**src/rtl/pc_redirect_ctrl_if.sv**
```systemverilog
//------------------------------------------------------------------------------
// pc_redirect_ctrl_if : fetch request channel between the PC controller and
//                       instruction memory (valid/ready plus stale-response kill)
// Revision: 1.0 - initial release
//------------------------------------------------------------------------------
`default_nettype none

interface pc_redirect_ctrl_if;
   logic        fetch_valid;
   logic        fetch_ready;
   logic [31:0] fetch_pc;
   logic        drop_resp;

   modport master (
      output fetch_valid,
      output fetch_pc,
      output drop_resp,
      input  fetch_ready
   );

   modport slave (
      input  fetch_valid,
      input  fetch_pc,
      input  drop_resp,
      output fetch_ready
   );
endinterface

`default_nettype wire

```
**src/rtl/pc_redirect_ctrl.sv**
```systemverilog
//------------------------------------------------------------------------------
// pc_redirect_ctrl : fetch PC owner; sequences EX-stage redirects, flush and
//                    stale-response drop. Optional macro: PC_MISALIGN_TRAP_EN
// Revision: 1.0 - initial release
//------------------------------------------------------------------------------
`default_nettype none

module pc_redirect_ctrl #(
   parameter logic [31:0] RESET_PC = 32'h0000_0000,
   parameter logic [31:0] TRAP_VEC = 32'h0000_0100
) (
   input  wire logic              clk,
   input  wire logic              rst,
   input  wire logic [4:0]        branch_type,
   input  wire logic              ex_valid,
   input  wire logic [31:0]       ex_pc,
   input  wire logic [31:0]       ex_imm,
   input  wire logic [31:0]       ex_rs1,
   input  wire logic              stall,
   pc_redirect_ctrl_if.master     fetch_if,
   output      logic              flush,
   output      logic              onehot_err,
   output      logic              trap
);

   typedef enum logic [1:0] {
      BOOT = 2'd0,
      RUN  = 2'd1,
      WAIT = 2'd2
   } state_t;

   state_t      state_q, state_d;
   logic [31:0] fetch_pc_q, fetch_pc_d;
   logic [31:0] pend_q, pend_d;
   logic        fetch_valid_q, fetch_valid_d;
   logic        drop_q, drop_d;
   logic        err_q, err_d;

   logic        bt_onehot;
   logic        redir;
   logic        accept;
   logic [31:0] br_target;
   logic [31:0] jalr_target;
   logic [31:0] raw_target;
   logic [31:0] target;

   always_comb begin
      bt_onehot   = (branch_type != 5'd0) &&
                    ((branch_type & (branch_type - 5'd1)) == 5'd0);
      redir       = ex_valid & bt_onehot & (|branch_type[3:1]);
      br_target   = ex_pc + ex_imm;
      jalr_target = (ex_rs1 + ex_imm) & ~32'h1;
      raw_target  = branch_type[3] ? jalr_target : br_target;
   end

`ifdef PC_MISALIGN_TRAP_EN
   logic misalign;
   always_comb begin
      misalign = |raw_target[1:0];
      target   = misalign ? TRAP_VEC : raw_target;
      trap     = redir & misalign;
   end
`else
   logic unused_misalign_bits;
   always_comb begin
      target               = {raw_target[31:2], 2'b00};
      trap                 = 1'b0;
      unused_misalign_bits = ^{TRAP_VEC, raw_target[1:0]};
   end
`endif

   always_comb begin
      accept     = fetch_valid_q & fetch_if.fetch_ready;
      state_d    = state_q;
      fetch_pc_d = fetch_pc_q;
      pend_d     = pend_q;
      drop_d     = 1'b0;
      err_d      = err_q | (ex_valid & ~bt_onehot);

      case (state_q)
         BOOT: begin
            state_d = RUN;
            if (redir) fetch_pc_d = target;
         end
         RUN: begin
            if (redir) begin
               // Address must stay stable until imem takes it, so park the target.
               if (fetch_valid_q && !fetch_if.fetch_ready) begin
                  pend_d  = target;
                  state_d = WAIT;
               end else begin
                  fetch_pc_d = target;
                  drop_d     = accept;
               end
            end else if (accept && !stall) begin
               fetch_pc_d = fetch_pc_q + 32'd4;
            end
         end
         WAIT: begin
            if (redir) pend_d = target;
            if (fetch_if.fetch_ready) begin
               fetch_pc_d = redir ? target : pend_q;
               drop_d     = 1'b1;
               state_d    = RUN;
            end
         end
         default: state_d = BOOT;
      endcase

      fetch_valid_d = (state_d != BOOT);
   end

   always_ff @(posedge clk) begin
      if (rst) begin
         state_q       <= BOOT;
         fetch_pc_q    <= RESET_PC;
         pend_q        <= 32'd0;
         fetch_valid_q <= 1'b0;
         drop_q        <= 1'b0;
         err_q         <= 1'b0;
      end else begin
         state_q       <= state_d;
         fetch_pc_q    <= fetch_pc_d;
         pend_q        <= pend_d;
         fetch_valid_q <= fetch_valid_d;
         drop_q        <= drop_d;
         err_q         <= err_d;
      end
   end

   assign fetch_if.fetch_valid = fetch_valid_q;
   assign fetch_if.fetch_pc    = fetch_pc_q;
   assign fetch_if.drop_resp   = drop_q;
   assign flush                = redir;
   assign onehot_err           = err_q;

endmodule

`default_nettype wire

```
**src/flat_wrapper.sv**
```systemverilog
// flat-port wrapper written by rule: the top's interface ports become plain ports
module pc_redirect_ctrl_flat 
#(
   parameter logic [31:0] RESET_PC = 32'h0000_0000,
   parameter logic [31:0] TRAP_VEC = 32'h0000_0100
)
  (clk, rst, branch_type, ex_valid, ex_pc, ex_imm, ex_rs1, stall, flush, onehot_err, trap, fetch_if_fetch_valid, fetch_if_fetch_pc, fetch_if_drop_resp, fetch_if_fetch_ready);
  pc_redirect_ctrl_if fetch_if_i ();
  input  wire logic clk;
  input  wire logic rst;
  input  wire logic [4:0] branch_type;
  input  wire logic ex_valid;
  input  wire logic [31:0] ex_pc;
  input  wire logic [31:0] ex_imm;
  input  wire logic [31:0] ex_rs1;
  input  wire logic stall;
  output      logic flush;
  output      logic onehot_err;
  output      logic trap;
  output wire logic [$bits(fetch_if_i.fetch_valid)-1:0] fetch_if_fetch_valid;
  output wire logic [$bits(fetch_if_i.fetch_pc)-1:0] fetch_if_fetch_pc;
  output wire logic [$bits(fetch_if_i.drop_resp)-1:0] fetch_if_drop_resp;
  input wire logic [$bits(fetch_if_i.fetch_ready)-1:0] fetch_if_fetch_ready;
  assign fetch_if_fetch_valid = fetch_if_i.fetch_valid;
  assign fetch_if_fetch_pc = fetch_if_i.fetch_pc;
  assign fetch_if_drop_resp = fetch_if_i.drop_resp;
  assign fetch_if_i.fetch_ready = fetch_if_fetch_ready;
  pc_redirect_ctrl #(.RESET_PC(RESET_PC), .TRAP_VEC(TRAP_VEC)) u_core (.clk(clk), .rst(rst), .branch_type(branch_type), .ex_valid(ex_valid), .ex_pc(ex_pc), .ex_imm(ex_imm), .ex_rs1(ex_rs1), .stall(stall), .fetch_if(fetch_if_i), .flush(flush), .onehot_err(onehot_err), .trap(trap));
endmodule
```
**config.mk**
```make
export PLATFORM = sky130hd
export DESIGN_NAME = pc_redirect_ctrl_flat
export DESIGN_NICKNAME = d
export VERILOG_FILES = /design/src/rtl/pc_redirect_ctrl_if.sv /design/src/rtl/pc_redirect_ctrl.sv /design/src/flat_wrapper.sv
export SDC_FILE = /design/constraint.sdc
export NUM_CORES = 1
export LEC_CHECK = 0
export CORE_MARGIN = 3
export CORE_UTILIZATION = 25
export DETAILED_ROUTE_END_ITERATION = 8
export GPL_TIMING_DRIVEN = 0
export PLACE_DENSITY_LB_ADDON = 0.3
export SYNTH_ARGS = -nofsm -noshare
export SYNTH_HDL_FRONTEND = slang
export SYNTH_SLANG_ARGS = --single-unit
```
**constraint.sdc**
```tcl
create_clock -name clk -period 3.56 [get_ports clk]
set_clock_uncertainty 0.05 [all_clocks]
set_input_delay 0.534 -clock clk [delete_from_list [all_inputs] [get_ports clk]]
set_output_delay 0.534 -clock clk [all_outputs]
set_load 0.01 [all_outputs]
```
==> results of run 1 <==
[layout make-up]
cell class / instances / area [um2]
Buffer: 59 / 265
Timing Repair Buffer: 142 / 1420
Tap cell: 384 / 480
Clock buffer: 10 / 239
Fill cell: 3124 / 19300
Sequential cell: 69 / 1380
Clock inverter: 6 / 134
Multi-Input combinational cell: 869 / 5780
Inverter: 22 / 82.6
[flip-flops by register name (all words and copies together), names as in the netlist]
register,count
u_core.fetch_if.drop_resp,1
u_core.fetch_if.fetch_valid,1
u_core.fetch_if.fetch_pc,32
u_core.pend_q,32
u_core.onehot_err,1
u_core.state_q,2
[synth_stat cells (all sizes together) (9+ instances only)]
| cell | count |
|---|---|
| a211o | 9 |
| a211oi | 25 |
| a21o | 23 |
| a21oi | 90 |
| a31oi | 15 |
| and3 | 20 |
| and4 | 9 |
| buf | 18 |
| clkbuf | 43 |
| dfxtp | 69 |
| ha | 66 |
| inv | 22 |
| mux2i | 11 |
| nand2 | 86 |
| nand2b | 10 |
| nand3 | 30 |
| nand4 | 26 |
| nor2 | 102 |
| nor2b | 9 |
| nor3 | 34 |
| o211ai | 12 |
| o21ai | 97 |
| o21bai | 14 |
| xnor2 | 35 |
| xor2 | 34 |
[stage by stage]
| step | hold WS [ns] | cells | setup TNS (ns) | power (uW) |
|---|---|---|---|---|
| floorplan | 0.383 | 1021 | 0 | 1730 |
| global placement | 0.408 | 1545 | -3.55 | 2240 |
| detailed placement | 0.414 | 1545 | -4.06 | 2250 |
| CTS | 0.423 | 1560 | 0 | 3390 |
| global route | 0.437 | 1561 | 0 | 3580 |
| finish | 0.422 | 1561 | 0 | 3410 |
[per-layer routing]
layer  global-route usage (%)  wire, um
met5                        0         0
met4                     4.12       491
met2                     28.4     13100
met1                     26.0     13700
met3                     2.50      2160
[worst min path at each step]
| stage | endpoint | slack, ns | depth (start not counted) |
|---|---|---|---|
| final | u_core.fetch_if.fetch_pc[1] | 0.42 | 2 |
| after CTS | u_core.pend_q[22] | 0.42 | 2 |
| after global placement | u_core.pend_q[22] | 0.41 | 2 |
| after floorplan | u_core.pend_q[22] | 0.38 | 2 |
| after detailed placement | u_core.pend_q[22] | 0.41 | 2 |
| after global routing | u_core.pend_q[0] | 0.44 | 1 |
[cells by family after synthesis]
| family | after synthesis |
|---|---|
| compound gates | 360 |
| other cells | 1 |
| mux | 11 |
| flops | 69 |
| simple gates | 362 |
| xor+xnor | 69 |
| buf+inv | 83 |
| fa+ha+maj | 66 |
[where the power goes]
part           switching [uW]  internal [uW]  total (uW)  leakage, uW
registers                79.5            844         923     0.000567
logic                     777            567        1340      0.00298
clock network             367            775        1140     0.000183
total                    1220           2190        3410      0.00373
[worst min-delay path, cell delays in order (launching register included)]
cell and delay, ns:
dfxtp_1 0.30, nand4_1 0.06, a21oi_1 0.06
[repair_timing]
action                                  CTS  global route
hold endpoints to repair                  0             0
endpoints found under the setup margin    2            21
buffers inserted                          0             2
resized for setup                         3            10
pin swaps                                 0             0
==> summary by stage, run 1 <==
Worst setup path
The largest fanout of any net on the critical path is 4. The register-to-register setup slack is 0.47 ns. The critical path starts at ex_imm[1]. On the critical path, the stage with the largest delay is an instance of nor4_1. Data on the critical path arrives at its endpoint at 3.65 ns.

The critical setup path kind is in2reg. STA puts the critical path data required time at 3.78 ns. The buffers plus inverters on the worst setup path is 1.

Broken down by cell family, the worst path's largest delay share belongs to compound AO/OA/AOI/OAI gates. The number of stages on the worst setup path is 11. The number of cells traversed by the worst register-to-register path is 8. The beginning of the worst register-to-register path is u_core.state_q[0]. The largest single stage delay on the critical path is 0.67 ns. STA classifies the critical path endpoint as a flip-flop. The endpoint identified for the worst register-to-register timing path is u_core.fetch_if.fetch_pc[12].

The worst setup path endpoint is u_core.fetch_if.fetch_pc[22]. Traced cell by cell, the critical path runs through clkdlybuf4s50_1 -> ha_1 -> a31o_2 -> a31o_2 -> a21oi_2 -> o21bai_1 -> a21oi_2 -> nor3_1 -> nor4_1 -> o2111ai_1 -> a31oi_1. The worst setup path is launched from a primary input.

Clocking
Counting along the longest clock path gives a buffer depth of 2. The clock net in this run drives a total of 69 sinks. The clock tree root driver cell is clkbuf_16. The clock reaches the later pin of the worst-skew pair after 0.35 ns. The CTS tree is built.

The number of buffers created by CTS is 9. The register clock-pin slew on the reported worst setup and hold paths is 0.06 ns. Hold repair after CTS inserted 0 buffers. The H-tree depth reported by CTS is 3.

Outcome
The flow ran to the end, and the final reports show no timing, DRC or antenna violations.

Global route
The number of antenna violations at the first check in global routing is 0. Entering global routing, the biggest net connects 20 pins. The global-route wire length before repair is 45000 um.

Summed over all layers, the global routing overflow is 0. Global routing used 18.1% of the available tracks across all layers. The number of global-route vias before repair is 7826.

Cells and area
In the layout the commonest cells are clkdlybuf4s50_1 (140), nor2_1 (100), o21ai_0 (88). The leading cell type in the layout, fill and taps excluded is clkdlybuf4s50_1. The fraction of the core area covered by cells at the end of the flow is 33.6%.

Cells with a size suffix above 1 make up 5.61% of the layout. Once layout is done, the placed cells without fillers occupy 9780 um2. The growth of design area from synthesis to finish is 30.6%.

The number of diodes added for antenna fixing is 0. The layout net count is 1344.

STA
For the pin with the worst max-slew slack, the measured transition is 0.827 ns. For this run, the top clock speed supported by timing is 292 MHz. Setup violations remaining at the end of the flow were counted as 0. The relative slew slack is 44.8%. The final hold violation count is 0. The worst setup margin is 0.130 ns.

Dividing the final minimum period by the clock period gives 96.4%. The shortest period the worst path allows is 3.43 ns. Setup repair after global routing left no endpoint under its margin.

The final count of pins violating max slew is 0.

Floorplanning
In this run the vertical extent of the chip is 179 um. The die is 179 um wide. The initial utilization of the core area, before any placement, comes to 25.7%.

The area of the die is 32100 um2. The region available for standard cell placement spans 29100 um2. The total I/O pin count is 143. The initialized floorplan defines 62 standard-cell rows.

Placement
The estimated wirelength of the detail-placed design is 24100 um. The number of input and output port buffers inserted is 140. The congestion estimate from routability-driven global placement came to 0.949. Before CTS, the worst setup slack after placement is -0.501 ns. The placed instances occupy a cell area of 9370 um2.

Logic synthesis
After synthesis the netlist holds a flip-flop and latch count of 69. Summing the areas of all fa, ha and maj instances in the mapped netlist gives 11.0% of the synthesized area. The xor/xnor share of the synthesized area is 8.17%. The most used flip-flop cell after synthesis is dfxtp_1. The multiplexer share of the synthesized area is 1.47%. By area the synthesized netlist is led by dfxtp_1 (18%), ha_1 (11%), o21ai_0 (5.9%), a21oi_1 (5.7%), nor2_1 (5.0%).

The total of warnings raised by yosys is 0. Of the total synthesized cell area, the portion taken by AND, OR, NAND and NOR gates is 24.1%. The sequential cell area fraction in the yosys report is 18.4%. The share of async-settable or async-resettable flops after synthesis is 0%.

Of all cell types, the one taking the most synthesized area is dfxtp_1. The share of synthesized area in the top cell type comes to 18.4%. The area fraction in compound gates after synthesis is 32.1%.

The synthesized netlist cell count is 1021. After synthesis, the largest family of logic cells by area is compound AO/OA/AOI/OAI gates. Averaged over all synthesized cells, the footprint is 7.33 um2.

After synthesis the cells add up to 7490 um2. The number of different library cells used by synthesis comes to 85. The post-synth net total is 1193.

Yosys mapped a number of flops with a built-in enable equal to 0.

Hold path
The type of the worst min-delay path is reg2reg. The worst hold path begins at u_core.pend_q[1].

Power and ir drop
VDD sags by at most 0.000221 V. In this run the power density over the cells is 349 nW/um2. In this run the static leakage power is 0.00373 uW.

Routing
The detail route stage leaves a number of antenna-violating nets equal to 0. The total via count after detailed routing is 8381. The average wire per standard cell is 18.9 um. The first-pass iteration count of the detailed router is 5. After the first detailed-routing iteration, the DRC count stood at 763.

The final routed wirelength across all metal layers is 29500 um. After detailed routing, the number of vias per cell comes to 5.37. In the routed design, unresolved DRC markers number 0.

Job
Across the run, the number of max-cap violations was 0.
No activity file was read; power rests on OpenSTA's default activity.
==> run 2: changes to the inputs <==
--- a/config.mk
+++ b/config.mk
@@ -13,3 +13,4 @@
 export SYNTH_ARGS = -nofsm -noshare
 export SYNTH_HDL_FRONTEND = slang
 export SYNTH_SLANG_ARGS = --single-unit
+export TNS_END_PERCENT = 50
==> run 2 against run 1 <==
Worst setup slack gained 0.050 ns. Critical endpoint is now u_core.fetch_if.fetch_pc[25]. Register-to-register slack about the same. Largest power group unchanged. Non-clock buffer count down 2. Largest cell class unchanged. Wire length hardly changed. Critical path depth unchanged.
==> summary by stage, run 2 (synthesized netlist as in run 1, its figures left out) <==
Outcome
The run finished with clean final reports.

Floorplanning
143 I/O pins were placed. For this configuration, the core starts out at a cell density of 25.7%. The die is 179 um tall.

The area of the core region is 29100 um2. The die covers 32100 um2. The die outline width is 179 um.

The row count is 62.

Cells and area
Relative to the synthesized area, the layout overhead comes to 30.4%. The number of fill cells in the layout is 3125. In the final layout, the multi-input gates occupy 5780 um2.

Registers take 1380 um2. The leading cell type in the layout, fill and taps excluded is clkdlybuf4s50_1. After the last flow step, the layout net total stands at 1342. In the final layout, the share of cells above drive strength 1 is 5.45%. In the layout the commonest cells are clkdlybuf4s50_1 (140), nor2_1 (100), o21ai_0 (88). The number of diodes added for antenna fixing is 0.

Global route
The total overflow reported by the global router is 0. Entering global routing, the biggest net connects 20 pins. The number of antenna violations at the first check in global routing was 0. The global-route usage over all layers is 18.1%.

The number of global-route vias before repair is 7826. The first global-routing pass estimated 45000 um of wire.

Clocking
The tree is rooted in a clkbuf_16. The deepest clock path buffer count is 2. The CTS tree is built. The H-tree depth reported by CTS is 3.

After clock tree synthesis, the clock-pin slew on the worst setup and hold paths is 0.06 ns. The number of buffers inserted to repair setup after CTS is 0. Clock latency on the worst-skew pair, taken at its later pin, is 0.35 ns. The number of sinks on the clock net is 69. In this run, CTS created clock tree buffers numbering 9.

STA
Measured against its own limit, the worst slew margin works out to 45.8%. The worst hold slack is 0.422 ns. For this run, the top clock speed supported by timing is 296 MHz. The final count of pins violating max slew is 0.

The transition time at the pin with the least slew margin is 0.812 ns. The final hold violation count is 0. The setup-violating endpoint count in the final report is 0. Setup repair after global routing left no endpoint under its margin. Subtracting the final worst setup slack from the clock period gives 3.38 ns. The total negative slack for setup checks is 0 ns.

The post-route clock period utilization is 94.9%.

Routing
Dividing the detail-routed via count by the number of cells gives 5.39. Once detail routing completed, the nets flagged for antenna violations numbered 0. The first routing iteration left 779 violations. The first-pass iteration count of the detailed router is 7. After detailed routing, the total wire length is 29500 um.

For this run, design rule violations remaining after detail routing come to 0. Detailed routing inserted a total of 8396 vias. Dividing the detail-routed wire length by the instance count gives 18.9 um.

Power and ir drop
The net load switching power is 1220 uW. Cell internal power was estimated by the tool at 2180 uW. The leakage component of the power is 0.00372 uW.

The clock network fraction of design power is 33.5%. The part of the power in combinational logic is 39.4%. The switching fraction of total power is 35.9%.

In this run the power density over the cells is 349 nW/um2. The sequential fraction of design power is 27.1%. VDD sags by at most 0.000220 V.

Job
The number of maximum-capacitance violations is 0.

Worst setup path
By startpoint and endpoint, the worst setup path is classified as in2reg. Data on the critical path is required at its endpoint by 3.79 ns. The worst setup path is launched from a primary input.

The largest fanout of any net on the critical path is 10. The worst endpoint data arrival time is 3.61 ns. The critical path endpoint category is a flip-flop.

Placement
The estimated wirelength of the detail-placed design is 24100 um. In this run the tool buffered the top-level ports with 140 buffer cells. The routability-driven placement congestion ratio is 0.949.

Hold path
The type of the worst min-delay path is reg2reg.
## run 2: changes by cell type in the layout (fill, tap and decap cells not counted), sizes merged
cell  delta
buf      -2
## run 2: critical path, cell delays in order
cell and delay (ns):
clkdlybuf4s50_1 0.45, buf_2 0.23, o21ai_0 0.13, o211ai_2 0.27, a211oi_1 0.41, and2_1 0.17
clkbuf_1 0.36, nand2b_1 0.32, a31oi_1 0.38, o2111ai_1 0.23, nand2_1 0.10
## run 2: path summary, 6_finish.rpt
check | start | to | slack (ns) | cells after the start
worst max register to register | u_core.state_q[0] | u_core.fetch_if.fetch_pc[12] | 0.46 | 8
worst min-delay path | u_core.pend_q[22] | u_core.pend_q[22] | 0.42 | 2
worst max-delay path | branch_type[3] | u_core.fetch_if.fetch_pc[25] | 0.18 | 11
worst min register to register | u_core.pend_q[22] | u_core.pend_q[22] | 0.42 | 2
## run 2: metal layers
layer / up-vias / track usage (%) / wire (um)
li1: 4110 / - / -
met1: 3920 / 26.0 / 13700
met2: 330 / 28.4 / 13200
met3: 36 / 2.50 / 2120
met4: 0 / 4.12 / 433
met5: - / 0 / 0
## run 2: what timing repair did
| action | CTS | global route |
|---|---|---|
| resized for setup | 3 | 10 |
| gates cloned | 0 | 0 |
| hold buffers | 0 | 0 |
| endpoints found under the setup margin | 2 | 21 |
## run 2: area by class of cell
cell class | instances | share of cell area (%)
Multi-Input combinational cell | 869 | 59.2
Timing Repair Buffer | 140 | 14.3
Sequential cell | 69 | 14.1
Tap cell | 384 | 4.92
Buffer | 59 | 2.72
Clock buffer | 10 | 2.45
Clock inverter | 6 | 1.37
Inverter | 22 | 0.846
## run 2: power groups by stage
stage	Clock (uW)	Combinational, uW	Sequential [uW]
after floorplan	0	803	930
after global placement	0	1300	937
after detailed placement	0	1310	939
after CTS	1150	1320	922
after global routing	1180	1460	934
final	1140	1340	924
## run 2: stage by stage
stage | cell area (um2) | setup slack, ns | power, uW | utilization [%] | instances
floorplan | 7490 | 0.695 | 1730 | - | 1021
finish | 9770 | 0.180 | 3410 | 33.6 | 1559
CTS | 9750 | 0.0349 | 3390 | 33.5 | 1560
detailed placement | 9370 | -0.501 | 2250 | 32.2 | 1545
global route | 9770 | 0.00603 | 3580 | 33.6 | 1559
global placement | 9370 | -0.482 | 2240 | 32.2 | 1545
